<file path="src/rtl/operand_stack.sv">
// operand_stack: parametrised LIFO operand stack for the calculator input path.
// Pushed words are zero-extended from IN_W to DATA_W. Pops land on a registered
// dout with a one-cycle dout_valid strobe. A push and a pop in the same cycle
// replace the top entry and return the old top.
//
// Ports:
//   clk, reset      clock, synchronous active-high reset
//   push, pop, din  stack operations and push data
//   err_clr         clears sticky error flags
//   dout/dout_valid last popped word and its update strobe
//   count           occupancy 0..DEPTH
//   empty/full/have_data  decodes of count
//   overflow_err/underflow_err  sticky refusal flags
//
// Optional feature: define OPSTK_ERR_FLAGS_EN to enable the sticky error flags.
// Without it, both flags are tied low and err_clr is ignored.
module operand_stack #(
  parameter int unsigned DATA_W = 32,
  parameter int unsigned IN_W   = 16,
  parameter int unsigned DEPTH  = 16,
  parameter int unsigned CNT_W  = $clog2(DEPTH + 1)
) (
  input  logic              clk,
  input  logic              reset,
  input  logic              push,
  input  logic              pop,
  input  logic [IN_W-1:0]   din,
  input  logic              err_clr,
  output logic [DATA_W-1:0] dout,
  output logic              dout_valid,
  output logic [CNT_W-1:0]  count,
  output logic              empty,
  output logic              full,
  output logic              have_data,
  output logic              overflow_err,
  output logic              underflow_err
);

  localparam int unsigned IDX_W = $clog2(DEPTH);
  localparam logic [CNT_W-1:0] FULL_CNT = CNT_W'(DEPTH);

  logic [DATA_W-1:0] mem [DEPTH];

  logic [CNT_W-1:0] cnt_nxt;
  logic [IDX_W-1:0] top_idx;
  logic [IDX_W-1:0] wr_idx;
  logic             wr_en;
  logic             rd_en;
  logic             ovf_evt;
  logic             udf_evt;

  // Flag decodes of the registered count.
  assign empty     = (count == '0);
  assign full      = (count == FULL_CNT);
  assign have_data = !empty;

  // Top entry index; only used when the stack holds data.
  assign top_idx = IDX_W'(count - CNT_W'(1));

  // Per-cycle operation decode from sampled count.
  always_comb begin
    cnt_nxt = count;
    wr_en   = 1'b0;
    wr_idx  = '0;
    rd_en   = 1'b0;
    ovf_evt = 1'b0;
    udf_evt = 1'b0;
    if (push && pop) begin
      if (!empty) begin
        // Replace-top: old top goes out, new word takes its slot.
        wr_en  = 1'b1;
        wr_idx = top_idx;
        rd_en  = 1'b1;
      end else begin
        // Pop has nothing to return, the push still goes in.
        wr_en   = 1'b1;
        wr_idx  = '0;
        cnt_nxt = CNT_W'(1);
        udf_evt = 1'b1;
      end
    end else if (push) begin
      if (!full) begin
        wr_en   = 1'b1;
        wr_idx  = IDX_W'(count);
        cnt_nxt = count + CNT_W'(1);
      end else begin
        ovf_evt = 1'b1;
      end
    end else if (pop) begin
      if (!empty) begin
        rd_en   = 1'b1;
        cnt_nxt = count - CNT_W'(1);
      end else begin
        udf_evt = 1'b1;
      end
    end
  end

  // Storage array; intentionally not cleared by reset.
  always_ff @(posedge clk) begin
    if (!reset && wr_en) begin
      mem[wr_idx] <= DATA_W'(din);
    end
  end

  // Occupancy and output registers.
  always_ff @(posedge clk) begin
    if (reset) begin
      count      <= '0;
      dout       <= '0;
      dout_valid <= 1'b0;
    end else begin
      count      <= cnt_nxt;
      dout_valid <= rd_en;
      if (rd_en) begin
        dout <= mem[top_idx];
      end
    end
  end

`ifdef OPSTK_ERR_FLAGS_EN
  // Sticky error flags; a same-cycle event beats err_clr.
  always_ff @(posedge clk) begin
    if (reset) begin
      overflow_err  <= 1'b0;
      underflow_err <= 1'b0;
    end else begin
      if (ovf_evt) begin
        overflow_err <= 1'b1;
      end else if (err_clr) begin
        overflow_err <= 1'b0;
      end
      if (udf_evt) begin
        underflow_err <= 1'b1;
      end else if (err_clr) begin
        underflow_err <= 1'b0;
      end
    end
  end
`else
  logic unused_err_sigs;
  assign unused_err_sigs = ^{err_clr, ovf_evt, udf_evt};
  assign overflow_err    = 1'b0;
  assign underflow_err   = 1'b0;
`endif

endmodule
</file>
<file path="config.mk">
export PLATFORM = sky130hd
export DESIGN_NAME = operand_stack
export DESIGN_NICKNAME = d
export VERILOG_FILES = /design/src/rtl/operand_stack.sv
export SDC_FILE = /design/constraint.sdc
export NUM_CORES = 1
export LEC_CHECK = 0
export BUFFER_PORTS_ARGS = -buffer_cell sky130_fd_sc_hd__buf_2
export CAP_MARGIN = 20
export CORE_MARGIN = 2
export CORE_UTILIZATION = 55
export DETAILED_ROUTE_END_ITERATION = 10
export PLACE_DENSITY = 0.76
export SYNTH_ARGS = -nofsm -noshare
export SYNTH_HDL_FRONTEND = slang
export SYNTH_SLANG_ARGS = --single-unit
</file>
<file path="constraint.sdc">
create_clock -name clk -period 4.25 [get_ports clk]
set_clock_uncertainty 0.2 [all_clocks]
set_input_delay 0.425 -clock clk [delete_from_list [all_inputs] [get_ports clk]]
set_output_delay 0.425 -clock clk [all_outputs]
set_load 0.05 [all_outputs]
</file>
==> results.ini, run 1 <==
[run_status]
outcome = finished clean

[drt]
final_antenna_net_count = 0
vias_per_cell = 6.07
drt_iter0_markers = 646
firstDrtPassIters = 7
wl_per_cell_um = 24.6
drc = 0
wirelength_um = 22800
via_count = 5613

[clocking]
clk_path_buf_depth = 3
post_cts_resized = 0
postCtsHoldBufs = 0
post-cts-setup-buffers = 0
cts_root_buf = clkbuf_16
clock_latency_ns = 0.55
cts.sinks = 278
cts_max_level = 1
cts_tree = yes
cts_buffers = 28
clk_pin_slew_ns = 0.06

[synth]
ys_seq_area_share_pct = 73.6
post-synth-top-area-fraction_pct = 69.6
yosysMostFrequentCell = edfxtp_1
avgSynthCellArea_sq_um = 19.4
synthesis.area_sq_um = 11000
synthArstFlopShare_pct = 0
synthFlopType = edfxtp_1
ys_top_cells_by_count = edfxtp_1, mux4_2, nor2_1, o21ai_1, dfxtp_1
ys_top_cells_by_area = edfxtp_1, mux4_2, dfxtp_1
synthDistinctLibCells = 52
yosys_warnings = 0
yosys.area.top_type = edfxtp_1
syn-instance-count = 568
synth_edf_count = 256
ys_ff_latch = 278

[power]
pwr-share-seq_pct = 45.6
comb_power_share_pct = 21.2
switchingPower_w = 0.00190
p_leak_nw = 4.10
powerDensity_nw_per_um2 = 554
finalPower_w = 0.00692
ir_drop_uv = 470
clkPwrFrac_pct = 33.2
p_sw_share_pct = 27.4
internal_power_w = 0.00503

[setup_path]
r2r_cells = 8
reg2reg_slack_ns = 0.91
reg2reg_from = count[1]$_SDFFE_PP0P_
worstPathRequired_ns = 4.21
arrival_ns = 3.30
start_kind = flip-flop
cp_max_fo = 16
endpoint_kind = flip-flop
crit_type = flip-flop to flip-flop
r2r-end = mem[9][10]$_DFFE_PP_

[place]
dp_hpwl_um = 12800
dp_slack_ns = 0.966
placed_cell_area_sq_um = 11600
io_buffers = 44
gp_congestion = 0.827
place_inst = 872

[cells_and_area]
fin_nets = 661
final_util_pct = 63.8
finalNonFillerCells = 925
fillerInstances = 1338
diodes = 0
layout-drive-gt1-share_pct = 33.8
design_area_sq_um = 12500
areaGrowthSynthToFinish_pct = 13.2

[min_path]
min_from = reset
min_to = dout_valid$_SDFF_PP0_
worstHoldPathCells = 2
hold_path_class = input pin to flip-flop

[timing]
finalWorstSetupSlack_ns = 0.906
finalHoldViolations = 0
grt_setup_unrepaired = false
worstMarginPinSlew_ns = 0.873
fin_crit_ns = 3.34
drv_slew = 0
finalCritPeriodShare_pct = 78.7
fmax_ghz = 0.299
relSlewSlack_pct = 41.7
setup_viol = 0

[global_route]
grt_max_degree = 65
grt_pass1_wl_um = 34900
grt_pass1_vias = 5899
grt.overflow.total = 0
antenna_found_initial = 0
track_usage_pct = 21.9

[floorplanning]
die_w_um = 146
die_y_um = 146
num_io_pins = 64
start_util_pct = 56.4
dieArea_sq_um = 21200
fp.coreArea_sq_um = 19600
rows = 51

[run]
maxCapViolations = 0

metrics by stage:
stage / TNS, ns / hold slack [ns]
detailed placement: 0 / 0.276
global route: 0 / 0.0505
global placement: 0 / 0.282
CTS: 0 / 0.0252
floorplan: -30.50 / 0.324
finish: 0 / 0.0463
layout by cell type (no fill, tap or decap), drive strengths merged, types with 3 or more instances in the layout:
cell and instances:
edfxtp 256, buf 71, mux4 64, nor2 44
clkbuf 41, o21ai 37, dfxtp 22, conb 18
a22oi 18, mux2 16, clkinv 9, nand2 7
nor3 6, a21oi 6, inv 6, nor2b 3
nand2b 3, nand3 3, nor3b 3
kinds of logic (layout without fill, tap and decap cells):
kind of cell	Yosys count	after routing	synth area share [%]
DFF	278	278	73.6
other	1	18	0.0340
AOI/OAI and AO/OA	73	73	4.58
buffers and inverters	53	128	2.98
and+or+nand+nor	79	79	3.52
xor gates and xnor gates	2	2	0.329
muxes	80	80	14.7
adders and majority gates	2	2	0.227
power groups by stage:
stage | clock network, W | registers, W | logic (W)
2_1_floorplan | 0 | 0.00337 | 0.00102
3_3_place_gp | 0 | 0.00320 | 0.00145
3_5_place_dp | 0 | 0.00321 | 0.00147
4_1_cts | 0.00234 | 0.00316 | 0.00148
5_1_grt | 0.00244 | 0.00316 | 0.00156
6_report | 0.00230 | 0.00316 | 0.00147
state kept, by name (all words and copies together), names as in the netlist:
register,flops
count,5
dout_valid,1
dout,16
mem,256
per-layer routing:
| layer | vias to the layer above | routed length [um] | share of wire (%) | global-route usage (%) |
|---|---|---|---|---|
| met3 | 55 | 2050 | 9.0 | 4.20 |
| met5 | - | 0 | 0 | 0 |
| li1 | 2407 | - | - | - |
| met2 | 293 | 11100 | 49 | 35.9 |
| met4 | 0 | 653 | 2.9 | 7.45 |
| met1 | 2858 | 8930 | 39 | 30.1 |
cell type report:
type / count / area, sq um / area share, %
clock inverters: 11 / 92.6 / 0.740
clock buffers: 41 / 779 / 6.23
multi-input cells: 254 / 2710 / 21.7
inverters: 5 / 18.8 / 0.150
flip-flops and latches: 278 / 8130 / 65.0
repair buffers: 71 / 443 / 3.54
well taps: 265 / 332 / 2.65
worst max-delay path: stages, from the launching register on:
cell	delay, ns
dfxtp_1	0.50
inv_1	0.09
ha_2	0.25
or4b_4	0.27
inv_2	0.06
nor2_1	0.24
a22oi_1	0.18
or3_1	0.54
nor2_4	0.62
how the worst max path moves through the flow:
stage | start | to | slack, ns
global route | count[1]$_SDFFE_PP0P_ | mem[13][10]$_DFFE_PP_ | 0.78
detailed placement | count[1]$_SDFFE_PP0P_ | mem[13][3]$_DFFE_PP_ | 0.97
global placement | count[1]$_SDFFE_PP0P_ | mem[9][3]$_DFFE_PP_ | 1.09
finish | count[1]$_SDFFE_PP0P_ | mem[9][10]$_DFFE_PP_ | 0.91
CTS | count[1]$_SDFFE_PP0P_ | mem[9][10]$_DFFE_PP_ | 0.95
floorplan | count[0]$_SDFFE_PP0P_ | mem[6][0]$_DFFE_PP_ | -0.24
Note: power is estimated with default switching activity, not from simulation.
==> run 2, diff against run 1 <==
==> constraint.sdc (replaced) <==
create_clock -name clk -period 3.3 [get_ports clk]
set_clock_uncertainty 0.2 [all_clocks]
set_input_delay 0.33 -clock clk [delete_from_list [all_inputs] [get_ports clk]]
set_output_delay 0.33 -clock clk [all_outputs]
set_load 0.05 [all_outputs]
==> results.ini, run 2 (synthesized netlist as in run 1, its figures left out) <==
[power]
internal_power_w = 0.00672  ; +34%
ir_drop_uv = 904  ; +92%
p_leak_nw = 4.28  ; +4.3%
finalPower_w = 0.00927  ; +34%
switchingPower_w = 0.00255  ; +35%
pwr-share-seq_pct = 43.8  ; -1.8 points
comb_power_share_pct = 21.2  ; about the same
clkPwrFrac_pct = 34.9  ; +1.7 points
p_sw_share_pct = 27.5  ; +0.13 points
powerDensity_nw_per_um2 = 715  ; +29%

[setup_path]
cp_num_buf_inv = 2  ; unchanged
cp_top_family = simple AND/OR/NAND/NOR gates
r2r_cells = 8  ; unchanged
path_cells = inv_1 -> ha_4 -> or4b_4 -> inv_8 -> nor2_4 -> nor2_1 -> a21boi_1 -> nor2_4
cp_max_fo = 16  ; unchanged
cp.depth = 8  ; unchanged
critPathSlowestCell = nor2_4
worstPathRequired_ns = 3.26  ; -0.95 ns
start_kind = flip-flop
crit_path_frequent_cell = nor2_4
slowest_delay_ns = 0.63  ; about the same
endpoint_kind = flip-flop
crit_type = flip-flop to flip-flop
arrival_ns = 2.96  ; -0.34 ns

[min_path]
hold_path_class = input pin to flip-flop
worstHoldPathCells = 3  ; +1

[cells_and_area]
design_area_sq_um = 13000  ; +3.7%
fillerInstances = 1276  ; -4.6%
final_common_cell = edfxtp_1
diodes = 0  ; unchanged
final_cell_mix = edfxtp_1, mux4_2, buf_2, o21ai_1, buf_4
largestRegisters = mem x256, dout x16, count x5
fin_nets = 685  ; +3.6%
largest_reg_flops = 256  ; unchanged
layout-drive-gt1-share_pct = 35.8  ; +2.0 points
final_util_pct = 66.2  ; +2.4 points
top_register = mem
areaGrowthSynthToFinish_pct = 17.4

[floorplanning]
fp.coreArea_sq_um = 19600  ; unchanged
start_util_pct = 56.4  ; unchanged
die_y_um = 146  ; unchanged
dieArea_sq_um = 21200  ; unchanged
die_w_um = 146  ; unchanged
rows = 51  ; unchanged
num_io_pins = 64  ; unchanged

[global_route]
grt_max_degree = 47  ; -28%
grt_pass1_vias = 5972  ; +1.2%
met1_usage_pct = 32.0  ; +1.8 points
grt_use_met2_pct = 37.2  ; +1.2 points
track_usage_pct = 22.9  ; +0.99 points
antenna_found_initial = 0  ; unchanged
grt.busiest_layer = met2
grt_pass1_wl_um = 36400  ; +4.1%
grt.overflow.total = 0  ; unchanged
grt_util_met3_pct = 4.42  ; +0.22 points

[clocking]
cts.sinks = 278  ; unchanged
clock_latency_ns = 0.54  ; about the same
cts_max_level = 1  ; unchanged
cts_root_buf = clkbuf_16
cts_buffers = 28  ; unchanged
clk_path_buf_depth = 3  ; unchanged
clk_pin_slew_ns = 0.06  ; about the same
cts_tree = yes

[place]
gp_congestion = 0.819  ; -1.0%
io_buffers = 44  ; unchanged
dp_hpwl_um = 13100  ; +2.1%
placed_cell_area_sq_um = 11800  ; +2.0%

[drt]
via_count = 5723  ; +2.0%
vias_per_cell = 6.03  ; -0.62%
wirelength_um = 23600  ; +3.7%
drt_iter0_markers = 526  ; -19%
firstDrtPassIters = 5  ; -2
wl_per_cell_um = 24.9  ; +1.0%
drc = 0  ; unchanged
final_antenna_net_count = 0  ; unchanged

[timing]
setup_viol = 0  ; unchanged
drv_slew = 0  ; unchanged
tns_ns = 0  ; unchanged
relSlewSlack_pct = 37.5  ; -4.2 points
fin_crit_ns = 3.00  ; -0.347 ns
fmax_ghz = 0.334  ; +12%
grt_setup_unrepaired = false
finalCritPeriodShare_pct = 90.8  ; +12 points
worstMarginPinSlew_ns = 0.937  ; +0.0647 ns
finalHoldViolations = 0  ; unchanged

[run_status]
outcome = finished clean

[run]
maxCapViolations = 0  ; unchanged

## run 2: cell types whose count changed in the layout (fill, tap and decap cells not counted), sizes merged
cell | previous run | this run
buf | 71 | 78
clkbuf | 41 | 32
dlygate4sd3 | 0 | 17
bufinv | 1 | 4
clkinv | 9 | 15
## run 2: tightest hold or removal path, cell delays in order
cell and delay, ns:
buf_2 0.18, nand2_2 0.14, nor2_1 0.05
## run 2: per-stage QoR
step	std cells	setup slack (ns)	hold slack [ns]
global route	949	0.211	0.0294
detailed placement	880	0.350	0.275
CTS	949	0.338	0.00271
finish	949	0.303	0.0108
floorplan	585	-0.0616	0.229
global placement	880	0.419	0.296
## run 2: layer usage
layer | routed length [um] | part of all wire, %
met1 | 9420 | 40
met2 | 11700 | 49
met3 | 1920 | 8.1
met4 | 605 | 2.6
met5 | 0 | 0
## run 2: final cells by class
cell class | count | area (sq um) | area share (%)
inverters | 5 | 31.3 | 0.241
multi-input cells | 254 | 2830 | 21.8
well taps | 265 | 332 | 2.56
repair buffers | 95 | 696 | 5.36
flip-flops and latches | 278 | 8130 | 62.7
clock buffers | 32 | 736 | 5.67
clock inverters | 20 | 221 | 1.71
## run 2: final timing paths
kind	from	endpoint	slack, ns
setup reg to reg	count[1]$_SDFFE_PP0P_	mem[8][14]$_DFFE_PP_	0.30
hold reg to reg	dout[15]$_SDFFE_PP0P_	dout[15]$_SDFFE_PP0P_	0.29
hold / removal	pop	dout_valid$_SDFF_PP0_	0.01
setup / recovery	count[1]$_SDFFE_PP0P_	mem[8][14]$_DFFE_PP_	0.30
## run 2: power groups by stage
stage | Sequential [W] | Combinational (W) | Clock (W)
after global placement | 0.00413 | 0.00193 | 0
after CTS | 0.00406 | 0.00199 | 0.00327
after detailed placement | 0.00413 | 0.00196 | 0
after global routing | 0.00407 | 0.00210 | 0.00341
after floorplan | 0.00434 | 0.00137 | 0
final | 0.00406 | 0.00197 | 0.00324
## run 2: what timing repair did
item	4_1_cts	5_1_grt
hold buffers	17	0
resized for setup	0	0
buffers inserted	0	0
hold endpoints to repair	262	0
